**src/rtl/w_stage_ctrl.sv**
```systemverilog
`default_nettype none
// ============================================================================
//  Module   : w_stage_ctrl
//  Brief    : Writeback stage. Selects the result source, extends load data,
//             writes the register file and drives the forwarding port.
//  Revision : 1.0 - initial release
// ============================================================================
module w_stage_ctrl #(
    parameter  int XLEN    = 32,
    parameter  int NUM_SRC = 3,
    parameter  int RA_W    = 5,
    parameter  int TIMEOUT = 15,
    localparam int SEL_W   = $clog2(NUM_SRC)
) (
    input  logic                    clk,
    input  logic                    rst,
    input  logic                    x_valid,
    output logic                    x_ready,
    input  logic [SEL_W-1:0]        x_w_sel,
    input  logic                    x_rd_we,
    input  logic [RA_W-1:0]         x_rd_addr,
    input  logic [1:0]              x_ld_size,
    input  logic                    x_ld_unsigned,
    input  logic [NUM_SRC*XLEN-1:0] src_data,
    input  logic                    mem_rvalid,
    input  logic [XLEN-1:0]         mem_rdata,
    input  logic                    w_flush,
    output logic                    rf_we,
    output logic [RA_W-1:0]         rf_waddr,
    output logic [XLEN-1:0]         rf_wdata,
    output logic                    fwd_valid,
    output logic [RA_W-1:0]         fwd_addr,
    output logic [XLEN-1:0]         fwd_data,
    output logic                    load_busy,
    output logic                    mem_err,
    output logic                    illegal_sel
);

    localparam int               CNT_W     = $clog2(TIMEOUT + 1);
    localparam int               SH_W      = $clog2(XLEN);
    localparam logic [CNT_W-1:0] CNT_LAST  = CNT_W'(TIMEOUT - 1);
    localparam logic [SEL_W:0]   SRC_LIMIT = (SEL_W + 1)'(NUM_SRC);
    localparam logic [SEL_W-1:0] SEL_MEM   = SEL_W'(1);

    typedef enum logic [0:0] {
        IDLE      = 1'b0,
        LOAD_WAIT = 1'b1
    } state_t;

    state_t            r_state, w_state_nxt;
    logic [CNT_W-1:0]  r_cnt, w_cnt_nxt;
    logic [RA_W-1:0]   r_ld_rd;
    logic [1:0]        r_ld_size;
    logic              r_ld_uns;
    logic              r_ld_we;

    logic              w_accept;
    logic              w_sel_bad;
    logic [SEL_W-1:0]  w_src_idx;
    logic              w_latch;
    logic              w_wr;
    logic              w_err;
    logic              w_ill;
    logic [RA_W-1:0]   w_wr_addr;
    logic [XLEN-1:0]   w_wr_data;

    logic [SH_W-1:0]          w_shamt;
    logic [XLEN-1:0]          w_ld_shl;
    logic signed [XLEN-1:0]   w_ld_sra;
    logic [XLEN-1:0]          w_ld_ext;

    assign x_ready   = (r_state == IDLE);
    assign load_busy = (r_state == LOAD_WAIT);
    assign w_accept  = x_valid & x_ready & ~w_flush;
    assign w_sel_bad = ({1'b0, x_w_sel} >= SRC_LIMIT);
    assign w_src_idx = w_sel_bad ? '0 : x_w_sel;

    // Extension by shifting the field to the top and back down; dword on a
    // 32-bit datapath falls into the zero-shift (full word) case.
    always_comb begin
        w_shamt = '0;
        case (r_ld_size)
            2'd0:    w_shamt = SH_W'(XLEN - 8);
            2'd1:    w_shamt = SH_W'(XLEN - 16);
            2'd2:    w_shamt = SH_W'(XLEN - 32);
            default: w_shamt = '0;
        endcase
    end

    assign w_ld_shl = mem_rdata << w_shamt;
    assign w_ld_sra = $signed(w_ld_shl) >>> w_shamt;
    assign w_ld_ext = r_ld_uns ? (w_ld_shl >> w_shamt) : w_ld_sra;

    always_comb begin
        w_state_nxt = r_state;
        w_cnt_nxt   = r_cnt;
        w_latch     = 1'b0;
        w_wr        = 1'b0;
        w_err       = 1'b0;
        w_ill       = 1'b0;
        w_wr_addr   = x_rd_addr;
        w_wr_data   = src_data[w_src_idx*XLEN +: XLEN];
        case (r_state)
            IDLE: begin
                w_err = mem_rvalid;
                if (w_accept) begin
                    if (w_sel_bad) begin
                        w_ill = 1'b1;
                    end else if (x_w_sel == SEL_MEM) begin
                        w_latch     = 1'b1;
                        w_cnt_nxt   = '0;
                        w_state_nxt = LOAD_WAIT;
                    end else begin
                        w_wr = x_rd_we & (x_rd_addr != '0);
                    end
                end
            end
            LOAD_WAIT: begin
                w_wr_addr = r_ld_rd;
                w_wr_data = w_ld_ext;
                // Flush wins over a coincident data return.
                if (w_flush) begin
                    w_state_nxt = IDLE;
                end else if (mem_rvalid) begin
                    w_wr        = r_ld_we & (r_ld_rd != '0);
                    w_state_nxt = IDLE;
                end else if (r_cnt == CNT_LAST) begin
                    w_err       = 1'b1;
                    w_state_nxt = IDLE;
                end else begin
                    w_cnt_nxt = r_cnt + CNT_W'(1);
                end
            end
            default: w_state_nxt = IDLE;
        endcase
    end

    always_ff @(posedge clk or posedge rst) begin
        if (rst) begin
            r_state   <= IDLE;
            r_cnt     <= '0;
            r_ld_rd   <= '0;
            r_ld_size <= '0;
            r_ld_uns  <= 1'b0;
            r_ld_we   <= 1'b0;
        end else begin
            r_state <= w_state_nxt;
            r_cnt   <= w_cnt_nxt;
            if (w_latch) begin
                r_ld_rd   <= x_rd_addr;
                r_ld_size <= x_ld_size;
                r_ld_uns  <= x_ld_unsigned;
                r_ld_we   <= x_rd_we;
            end
        end
    end

    always_ff @(posedge clk or posedge rst) begin
        if (rst) begin
            rf_we       <= 1'b0;
            rf_waddr    <= '0;
            rf_wdata    <= '0;
            mem_err     <= 1'b0;
            illegal_sel <= 1'b0;
        end else begin
            rf_we       <= w_wr;
            mem_err     <= w_err;
            illegal_sel <= w_ill;
            if (w_wr) begin
                rf_waddr <= w_wr_addr;
                rf_wdata <= w_wr_data;
            end
        end
    end

    assign fwd_valid = rf_we;
    assign fwd_addr  = rf_waddr;
    assign fwd_data  = rf_wdata;

endmodule
`default_nettype wire

```
**config.mk**
```make
export PLATFORM = sky130hd
export DESIGN_NAME = w_stage_ctrl
export DESIGN_NICKNAME = d
export VERILOG_FILES = /design/src/rtl/w_stage_ctrl.sv
export SDC_FILE = /design/constraint.sdc
export NUM_CORES = 1
export LEC_CHECK = 0
export ABC_AREA = 1
export BUFFER_PORTS_ARGS = -buffer_cell sky130_fd_sc_hd__buf_4
export CAP_MARGIN = 25
export CORE_MARGIN = 3
export CORE_UTILIZATION = 40
export DETAILED_ROUTE_END_ITERATION = 12
export PLACE_DENSITY = 0.74
export SYNTH_ARGS = -nofsm -noshare
export SYNTH_HDL_FRONTEND = slang
export SYNTH_SLANG_ARGS = --single-unit
```
**constraint.sdc**
```tcl
create_clock -name clk -period 2.7 [get_ports clk]
set_clock_uncertainty 0.2 [all_clocks]
set_input_delay 0.27 -clock clk [delete_from_list [all_inputs] [get_ports clk]]
set_output_delay 0.27 -clock clk [all_outputs]
set_load 0.005 [all_outputs]
```
; ---- After elaboration in Yosys (flattened, before gate mapping)
; Cells that the tools add are included.
[word_totals]
in_bits = 144
elab_cells = 69
regBits = 54
output_inout_bits = 80
[op_classes]
n_eq_ne = 9
order_cmp = 1
bitwise = 6
n_mux = 33
addsub = 1
shifts = 4
reduce_logical = 4
[op_table]
columns = op, n
row1 = variable part select 96 x 8 -> 32 bit, 1
row2 = 2-to-1 mux 32 bit, 2
row3 = left shift 32 x 5 -> 32 bit, 1
row4 = right shift 32 x 5 -> 32 bit, 1
row5 = >>> shifter 32 x 5 -> 32 bit, 1
row6 = 2-to-1 mux 4 bit, 6
row7 = 2-to-1 mux 1 bit, 18
row8 = case mux 5 bit (2 select lines), 1
row9 = nonzero test 5 bit, 2
row10 = "!= test 2 bit, second input constant", 4
row11 = case mux 4 bit (2 select lines), 1
row12 = case mux 1 bit (2 select lines), 3
row13 = AND reduction 6 bit, 1
row14 = 2-to-1 mux 5 bit, 1
row15 = "adder 4 x 1 -> 4 bit, second input constant", 1
row16 = bitwise AND 1 bit, 4
row17 = "equality test 2 x 1 -> 1 bit, second input constant", 2
row18 = "equality test 4 bit, second input constant", 1
row19 = "!= test 2 x 1 -> 1 bit, second input constant", 2
row20 = "greater-or-equal comparator 2 bit, second input constant", 1
row21 = logical NOT 2 bit, 1
row22 = 2-to-1 mux 2 bit, 1
row23 = NOT 1 bit, 2

; ---- Logic depth before layout (Yosys ltp)
; Gate-level depths: netlist of run 1.
[depth]
word_depth = 6
depth_mapped = 10
ltp_nobuf = 9

; ---- Least setup slack after synthesis of run 1
; OpenSTA, ideal clock, no wires.
[synth_timing]
kind = flip-flop to flip-flop
startpoint = reg r_state, in the netlist load_busy
endpoint = reg rf_wdata[8], in the netlist fwd_data[8]
path_stages_with_launch = 8
period_less_slack_ns = 1.535
arrival_ns = 1.270
setup_slack_ns = 1.165
setup_time_ns = 0.065
t_required_ns = 2.435
path_buffers = 2
cell_sequence = dfrtp_1 -> buf_2 -> inv_2 -> buf_1 -> o21ai_0 -> o21ai_1 -> nand2_1 -> nand2_1
[synth_between]
elab_chain_cells = 5
elab_cells_between_ends = 6
cone_classes = mux: 3 / bitwise: 3
[synth_rtl]
columns = item, line_no
row1 = from (decl), 50  ; state_t r_state, w_state_nxt;
row2 = from (signal assigned), 147  ; r_state <= w_state_nxt;
row3 = NOT 1 bit, -
row4 = bitwise AND 1 bit (2 in series), 74  ; assign w_accept = x_valid & x_ready & ~w_flush;
row5 = 2-to-1 mux 1 bit, 106  ; if (w_accept) begin
row6 = case mux 1 bit (2 select lines), 103  ; case (r_state)
row7 = to (signal assigned), 171  ; rf_wdata <= w_wr_data;
row8 = to (decl), 30  ; output logic [XLEN-1:0] rf_wdata,
; Several ways; a longest one is shown, not always the timed one.
; A chain may end at the register's enable or synchronous reset.

; ---- Final worst setup path of run 1
[layout_timing]
startpoint = reg r_state, in the netlist load_busy
endpoint = out x_ready
[layout_between]
elab_chain_cells = 1
[layout_rtl]
columns = item, line_no
row1 = NOT 1 bit, -
row2 = to (decl), 18  ; output logic x_ready,
; No other way between the ends.

==> results of run 1 <==
-- report_power, final --
group | switching (mW) | internal [mW] | total [mW]
logic | 0.445 | 0.608 | 1.05
clock network | 0.263 | 0.207 | 0.470
registers | 0.161 | 0.969 | 1.13
-- Yosys cell counts, drive strengths merged --
master  instances
nor2           22
nand2         241
o21ai          31
nor3            2
xor2            2
buf            61
a21oi           3
or2            39
nand4           1
o31ai           1
inv            40
nand3          92
dfrtp          54
ha              2
clkbuf          9
-- how the worst max path moves through the flow --
stage,startpoint,to,slack [ns],cells after the start
after floorplan,rst,fwd_addr[0],0.92,1
after global placement,x_w_sel[0],fwd_data[10],0.64,8
after detailed placement,x_w_sel[0],fwd_data[14],0.52,8
after CTS,load_busy,x_ready,0.68,2
after global routing,load_busy,fwd_data[29],0.47,6
final,load_busy,x_ready,0.67,2
-- cell families after synthesis --
kind of cell,count (synthesis)
buf+inv,110
flops,54
xor+xnor,2
fa+ha+maj,2
compound gates,35
simple gates,397
-- per-layer routing --
metal	up-vias	wire length (um)	part of all wire
met5	-	0	0
met4	0	167	0.013
met3	17	868	0.069
met2	189	6416	0.51
met1	1993	5194	0.41
li1	2166	-	-
-- critical path, stage by stage (launching register included) --
cell and delay [ns]:
dfrtp_1 0.67, inv_2 0.34, buf_4 0.24
-- layout make-up --
class,count,area (sq um)
Multi-Input combinational cell,436,1959
Fill cell,937,3902
Tap cell,129,161.4
Inverter,40,150.1
Clock inverter,2,12.51
Timing Repair Buffer,231,1752
Clock buffer,6,82.58
Sequential cell,54,1351
-- through the flow --
| stage | cell area (sq um) | util | hold WS, ns |
|---|---|---|---|
| after global routing | 5469 | 0.5836 | 0.01700 |
| after detailed placement | 5354 | 0.5713 | 0.1569 |
| after CTS | 5469 | 0.5836 | 0.02139 |
| final | 5469 | 0.5836 | 0.03111 |
| after global placement | 5354 | 0.5713 | 0.1549 |
| after floorplan | 3913 | - | 0.1667 |
-- registers in the layout, indices dropped and copies added, names as in the netlist --
| register | cells |
|---|---|
| fwd_addr | 5 |
| r_ld_size | 2 |
| fwd_data | 32 |
| r_cnt | 4 |
| illegal_sel | 1 |
| fwd_valid | 1 |
| r_ld_rd | 5 |
| mem_err | 1 |
| r_ld_uns | 1 |
| r_ld_we | 1 |
| load_busy | 1 |
-- repair_timing --
| item | in CTS | in global routing |
|---|---|---|
| endpoints found under the hold margin | 55 | 0 |
| resized for setup | 0 | 0 |
| hold buffers | 2 | 0 |
==> flow_summary.json, run 1 <==
{
  "synth_fp_nets": 746,
  "post-route-period-util": 0.7526,
  "reg2regPathDepth": 6,
  "grt_pass1_wl_mm": 19.73,
  "synth_compound_area_frac": 0.04541,
  "core_sq_mm": 0.009371,
  "antenna_found_initial": 0,
  "powerDensity_mw_per_mm2": 485.1,
  "mostFrequentLayoutCells": "238 x nand2_1, 228 x buf_4, 91 x nand3_1, 54 x dfrtp_1, 35 x inv_1",
  "placed_cells": 888,
  "synth_top_family_by_area": "simple AND/OR/NAND/NOR gates",
  "rsz0062_at_grt": "false",
  "cp.required_ns": 2.23,
  "setup_violations": 0,
  "clk_pin_slew_ns": 0.10,
  "fin_tns_setup_ns": 0,
  "fin_crit_ns": 2.032,
  "ios": 224,
  "synth_top_area_share": 0.3454,
  "detail_route.vias_per_cell": 4.861,
  "drtIter0Drc": 202,
  "place_hpwl_mm": 9.663,
  "synth.avg_cell_area_sq_um": 6.521,
  "status": "finished, final reports clean",
  "post-cts-setup-buffers": 0,
  "yosysUniqueCellTypes": 25,
  "via_count": 4365,
  "num_antenna_cells": 0,
  "die_w_um": 104.9,
  "criticalPathCategory": "reg -> out",
  "slew_headroom": 0.4637,
  "cts_buffers": 5,
  "detail-route-antenna-nets": 0,
  "ys_seq_area_frac": 0.3454,
  "gr-usage-met2": 0.3900,
  "cts_tree": "built",
  "routed_wl_mm": 12.65,
  "grt_usage": 0.2200,
  "cts_buffer_depth": 2,
  "grtUsageMet1": 0.2768,
  "yosys_warnings": 0,
  "arrival_ns": 1.56,
  "grt_busiest_layer": "met2",
  "whs_endpoint": "r_ld_size[0]",
  "drv_cap": 0,
  "yosys-top-cells-area": "dfrtp_1 35%, nand2_1 23%, nand3_1 12%",
  "grt_max_degree": 55,
  "min_path_cells": 3,
  "reg2reg_to": "fwd_data[14]",
  "hold_class": "in -> reg",
  "drt-pass1-iter-count": 5,
  "synthXorXnorAreaFrac": 0.004477,
  "p_total_mw": 2.653,
  "yosys_register_bits": 54,
  "worstSetupStartpointType": "register",
  "place_congestion": 0.8703,
  "instances_no_fill": 898,
  "pre_cts_ws_ns": 0.5161,
  "hold_viol_final": 0,
  "yosys-mux-area-fraction": 0,
  "worstPathMaxFanout": 30,
  "worst_pin_slew_ns": 0.8016,
  "p_leak_nw": 3.122,
  "use_met3": 0.03768,
  "synth_top_area_cell": "dfrtp_1",
  "die-area_sq_mm": 0.01100,
  "synthAdderAreaFrac": 0.006396,
  "hold_start": "x_ld_size[0]",
  "worst_slack_ns": 0.6679,
  "syn_area_sq_mm": 0.003913,
  "cts.sinks": 54,
  "cts-htree-levels": 2,
  "grt_pass1_vias": 4052,
  "fin_nets": 914,
  "synth-simple-area-share": 0.4445,
  "drive_above_1_share": 0.3524,
  "synth_cells": 600,
  "grt.overflow.total": 0,
  "drcViolationCount": 0,
  "die_h_um": 104.9,
  "start_util": 0.4175,
  "fmax_mhz": 492.1,
  "critPathCaptureType": "output pin",
  "root_buffer": "clkbuf_8",
  "areaGrowthSynthToFinish_pct": 39.78,
  "layout_commonest_cell": "nand2_1",
  "r2r_start": "load_busy",
  "ir_worst_vdd_mv": 0.2047,
  "clock_latency_ns": 0.30,
  "r2r_slack_ns": 0.70,
  "row_count": 35,
  "port_buffers": 223,
  "drv_slew": 0,
  "avgRoutedWirePerCell_um": 14.08
}
Power figures use the tool's default switching activity.
==> inputs of run 2 (changes only) <==
Settings changed: PLACE_DENSITY 0.74 to 0.77.
Clock period 2.7 ns to 1.7 ns, I/O delays scaled along.
==> flow_summary.json, run 2 (synthesized netlist as in run 1, its figures left out) <==
{
  "hold_viol_final": 0,
  "drv_slew": 0,
  "wl_met3_mm": 1.019,
  "reg2reg_to": "mem_err",
  "detail-route-antenna-nets": 0,
  "antenna_found_initial": 0,
  "routed_wl_mm": 13.53,
  "start_util": 0.4175,
  "top_layer": "met4",
  "drcViolationCount": 0,
  "grt_max_degree": 55,
  "largest_register_ffs": 32,
  "setup.worst_path.start": "load_busy",
  "reg2regPathDepth": 3,
  "via_count": 4588,
  "worst_pin_slew_ns": 0.3488,
  "powerDensity_mw_per_mm2": 778.1,
  "fin_tns_setup_ns": 0,
  "ir_worst_vdd_mv": 0.3943,
  "place_congestion": 0.8636,
  "worstSetupStartpointType": "register",
  "cts.sinks": 54,
  "detail_route.vias_per_cell": 4.917,
  "mostFrequentLayoutCells": "235 x nand2_1, 235 x buf_4, 90 x nand3_1, 53 x dfrtp_1, 34 x inv_1",
  "slew_headroom": 0.7675,
  "hold_class": "in -> reg",
  "hold_start": "src_data[64]",
  "cts_tree": "built",
  "row_count": 35,
  "r2r_slack_ns": 0.03,
  "status": "finished, final reports clean",
  "p_leak_nw": 3.354,
  "drive_above_1_share": 0.3657,
  "hold_ws_ns": 0.03796,
  "cts_buffer_depth": 2,
  "cts-htree-levels": 2,
  "fin_crit_ns": 1.666,
  "die_h_um": 104.9,
  "fmax_mhz": 600.4,
  "root_buffer": "clkbuf_8",
  "drtIter0Drc": 214,
  "areaGrowthSynthToFinish_pct": 52.64,
  "whs_endpoint": "fwd_data[0]",
  "critPathCaptureType": "register",
  "fin_nets": 949,
  "cts_buffers": 5,
  "clock_latency_ns": 0.30,
  "fillCellCount": 843,
  "clk_pin_slew_ns": 0.09,
  "rsz0062_at_grt": "true",
  "fin_area_sq_mm": 0.005972,
  "min_path_cells": 5,
  "criticalPathCategory": "reg -> reg",
  "ios": 224,
  "place_hpwl_mm": 9.998,
  "grt_pass1_wl_mm": 21.21,
  "port_buffers": 223,
  "drv_cap": 0,
  "met2WireLength_mm": 6.853,
  "place_area_sq_mm": 0.005504,
  "setup_violations": 0,
  "drt-pass1-iter-count": 5,
  "die_w_um": 104.9,
  "arrival_ns": 1.66,
  "worstPathMaxFanout": 6,
  "core_sq_mm": 0.009371,
  "r2r_start": "load_busy",
  "grt_pass1_vias": 4353,
  "grt_usage": 0.2343,
  "avgRoutedWirePerCell_um": 14.50,
  "grt.overflow.total": 0,
  "num_antenna_cells": 0,
  "cp.required_ns": 1.69,
  "die-area_sq_mm": 0.01100,
  "drt-met1-wl_mm": 5.357,
  "post-route-period-util": 0.9798
}
[run 2: worst max path at each step]
stage / to / cells past startpoint
2_1_floorplan: fwd_addr[0] / 1
3_3_place_gp: fwd_data[27] / 8
3_5_place_dp: fwd_data[18] / 8
4_1_cts: x_ready / 4
5_1_grt: fwd_data[9] / 8
6_report: mem_err / 3
[run 2: power by group]
group          switching (mW)  internal, mW  total (mW)
logic                   0.749          1.04        1.79
registers               0.262          1.54        1.80
clock network           0.423         0.628        1.05
[run 2: area by class of cell]
class / count / area, sq um / area share
Clock inverter: 2 / 60.06 / 0.01006
Inverter: 40 / 155.1 / 0.02598
Tap cell: 129 / 161.4 / 0.02703
Clock buffer: 6 / 82.58 / 0.01383
Sequential cell: 54 / 1353 / 0.2265
Timing Repair Buffer: 265 / 2158 / 0.3614
Multi-Input combinational cell: 437 / 2002 / 0.3352
[run 2: stage by stage]
stage / util / power, mW / std cells / setup WS, ns
5_1_grt: 0.6373 / 4.939 / 933 / -0.03040
3_3_place_gp: 0.5873 / 3.491 / 898 / 0.04895
6_report: 0.6373 / 4.647 / 933 / 0.03435
2_1_floorplan: - / 2.683 / 600 / 0.01542
3_5_place_dp: 0.5873 / 3.535 / 898 / -0.02375
4_1_cts: 0.6292 / 4.641 / 928 / 0.003084
[run 2: timing repair]
action                     in CTS  in global routing
hold buffers                   21                  0
setup endpoints to repair      16                 39
gates resized for setup         1                 11
buffers inserted                0                  4
hold endpoints to repair       72                  0
cloned                          1                  1
[run 2: metal layers]
metal / up-vias / track usage
met4: 0 / 0.07310
li1: 2240 / -
met1: 2122 / 0.2882
met3: 23 / 0.03644
met5: - / 0
met2: 203 / 0.4189
[run 2: critical path, stage by stage, from the launching register on]
cell	delay [ns]
dfrtp_2	0.43
nand2_1	0.09
dlygate4sd3_1	0.56
o31ai_1	0.28
==> inputs of run 3 (changes only) <==
Settings changed: CORE_UTILIZATION 40 to 41, PLACE_DENSITY 0.77 to 0.78.
==> flow_summary.json, run 3 (synthesized netlist as in run 1, its figures left out) <==
{
  "p_int_mw": 2.862,
  "cts-htree-levels": 2,
  "drive_above_1_share": 0.3579,
  "mostFrequentLayoutCells": "237 x nand2_1, 231 x buf_4, 90 x nand3_1, 54 x dfrtp_1, 35 x inv_1",
  "cts_tree": "built",
  "final_util": 0.6359,
  "cts_buffer_depth": 2,
  "power_switching_mw": 1.436,
  "seq_area_sq_mm": 0.001351,
  "arrival_ns": 1.68,
  "port_buffers": 223,
  "worst_pin_slew_ns": 0.3370,
  "critPathCaptureType": "register",
  "drv_cap": 0,
  "setup_violations": 0,
  "fin_crit_ns": 1.631,
  "drcViolationCount": 0,
  "clk_pin_slew_ns": 0.10,
  "fmax_mhz": 613.1,
  "cp.required_ns": 1.75,
  "place_congestion": 0.9158,
  "post-cts-setup-buffers": 0,
  "die-area_sq_mm": 0.01075,
  "cts_buffers": 5,
  "die_h_um": 103.7,
  "combinationalPowerShare": 0.410,
  "worstPathMaxFanout": 3,
  "grt_max_degree": 55,
  "min_path_cells": 4,
  "place_hpwl_mm": 9.974,
  "clkPwrFrac": 0.170,
  "num_antenna_cells": 0,
  "r2r_slack_ns": 0.09,
  "start_util": 0.4234,
  "r2r_start": "load_busy",
  "slew_headroom": 0.7753,
  "reg2reg_to": "illegal_sel",
  "detail-route-antenna-nets": 0,
  "multi_input_area_sq_mm": 0.001982,
  "post-route-period-util": 0.9594,
  "fin_tns_setup_ns": 0,
  "cts.sinks": 54,
  "hold_start": "w_flush",
  "via_count": 4535,
  "worstSetupStartpointType": "input pin",
  "root_buffer": "clkbuf_8",
  "drv_slew": 0,
  "place_area_sq_mm": 0.005484,
  "drt-pass1-iter-count": 8,
  "whs_endpoint": "mem_err",
  "detail_route.vias_per_cell": 4.887,
  "p_total_mw": 4.298,
  "ios": 224,
  "die_w_um": 103.7,
  "layout_commonest_cell": "nand2_1",
  "clock_latency_ns": 0.31,
  "fin_nets": 944,
  "areaGrowthSynthToFinish_pct": 50.18,
  "fillCellCount": 834,
  "grt_usage": 0.2304,
  "powerDensity_mw_per_mm2": 731.5,
  "grt_pass1_wl_mm": 20.33,
  "placed_cells": 897,
  "antenna_found_initial": 0,
  "fin_area_sq_mm": 0.005876,
  "grt.overflow.total": 0,
  "ir_worst_vdd_mv": 0.4032,
  "swShare": 0.3342,
  "drtIter0Drc": 233,
  "seqPwrFrac": 0.420,
  "largest_register_ffs": 32,
  "hold_viol_final": 0,
  "instances_no_fill": 928,
  "status": "finished, final reports clean",
  "grt_pass1_vias": 4147,
  "routed_wl_mm": 13.62,
  "reg2regPathDepth": 3,
  "core_sq_mm": 0.009240,
  "hold_class": "in -> reg",
  "p_leak_nw": 3.306,
  "row_count": 35,
  "criticalPathCategory": "in -> reg",
  "avgRoutedWirePerCell_um": 14.68
}
## run 3: changes by cell type in the layout (fill, tap and decap cells not counted), moves of 2 or more
cell,change
clkinv_4,+2
clkbuf_16,+2
inv_4,-2
nand2_1,+2
buf_4,-4
nand2_2,-3
bufinv_16,-2
## run 3: layer usage
metal	up-vias	share of wire	track usage
li1	2230	-	-
met1	2068	0.39	0.2764
met2	216	0.51	0.4168
met3	21	0.076	0.04237
met4	0	0.020	0.07312
met5	-	0	0
## run 3: power groups by stage
stage	Clock, mW	Combinational (mW)	Sequential, mW
detailed placement	0	1.72	1.82
finish	0.732	1.76	1.80
global placement	0	1.69	1.81
floorplan	0	0.924	1.76
global route	0.791	1.94	1.84
CTS	0.746	1.75	1.80
## run 3: critical path: stages
cell and delay, ns:
buf_4 0.11, inv_1 0.08, nand2_1 0.09, dlygate4sd3_1 0.56
nor3_1 0.11, dlygate4sd3_1 0.56
## run 3: cell type report
cell class                      instances  share of cell area
Timing Repair Buffer                  261              0.3635
Clock buffer                            5             0.01171
Sequential cell                        54              0.2300
Multi-Input combinational cell        436              0.3373
Clock inverter                          3            0.003620
Inverter                               40             0.02641
Tap cell                              129             0.02747
## run 3: metrics by stage
stage          setup slack (ns)  hold slack [ns]
3_3_place_gp             0.1142          0.05140
6_report                0.06901          0.01487
3_5_place_dp            0.02910          0.05268
4_1_cts                0.008451         0.004905
5_1_grt              -0.0003921          0.02237
2_1_floorplan           0.01542          0.06669
## run 3: worst max-delay path by stage
stage               slack (ns)           end    startpoint
detailed placement        0.03  fwd_data[19]  r_ld_size[1]
CTS                      0.008  fwd_data[15]     load_busy
floorplan                 0.02   fwd_addr[0]           rst
finish                    0.07   illegal_sel       w_flush
global placement          0.11  fwd_data[21]  r_ld_size[1]
global route           -0.0004  fwd_data[14]  x_rd_addr[1]
## run 3: repair_timing
item                                   CTS  global route
gates resized for setup                  0            10
hold buffers                            20             0
setup endpoints to repair                0            37
endpoints found under the hold margin   72             0
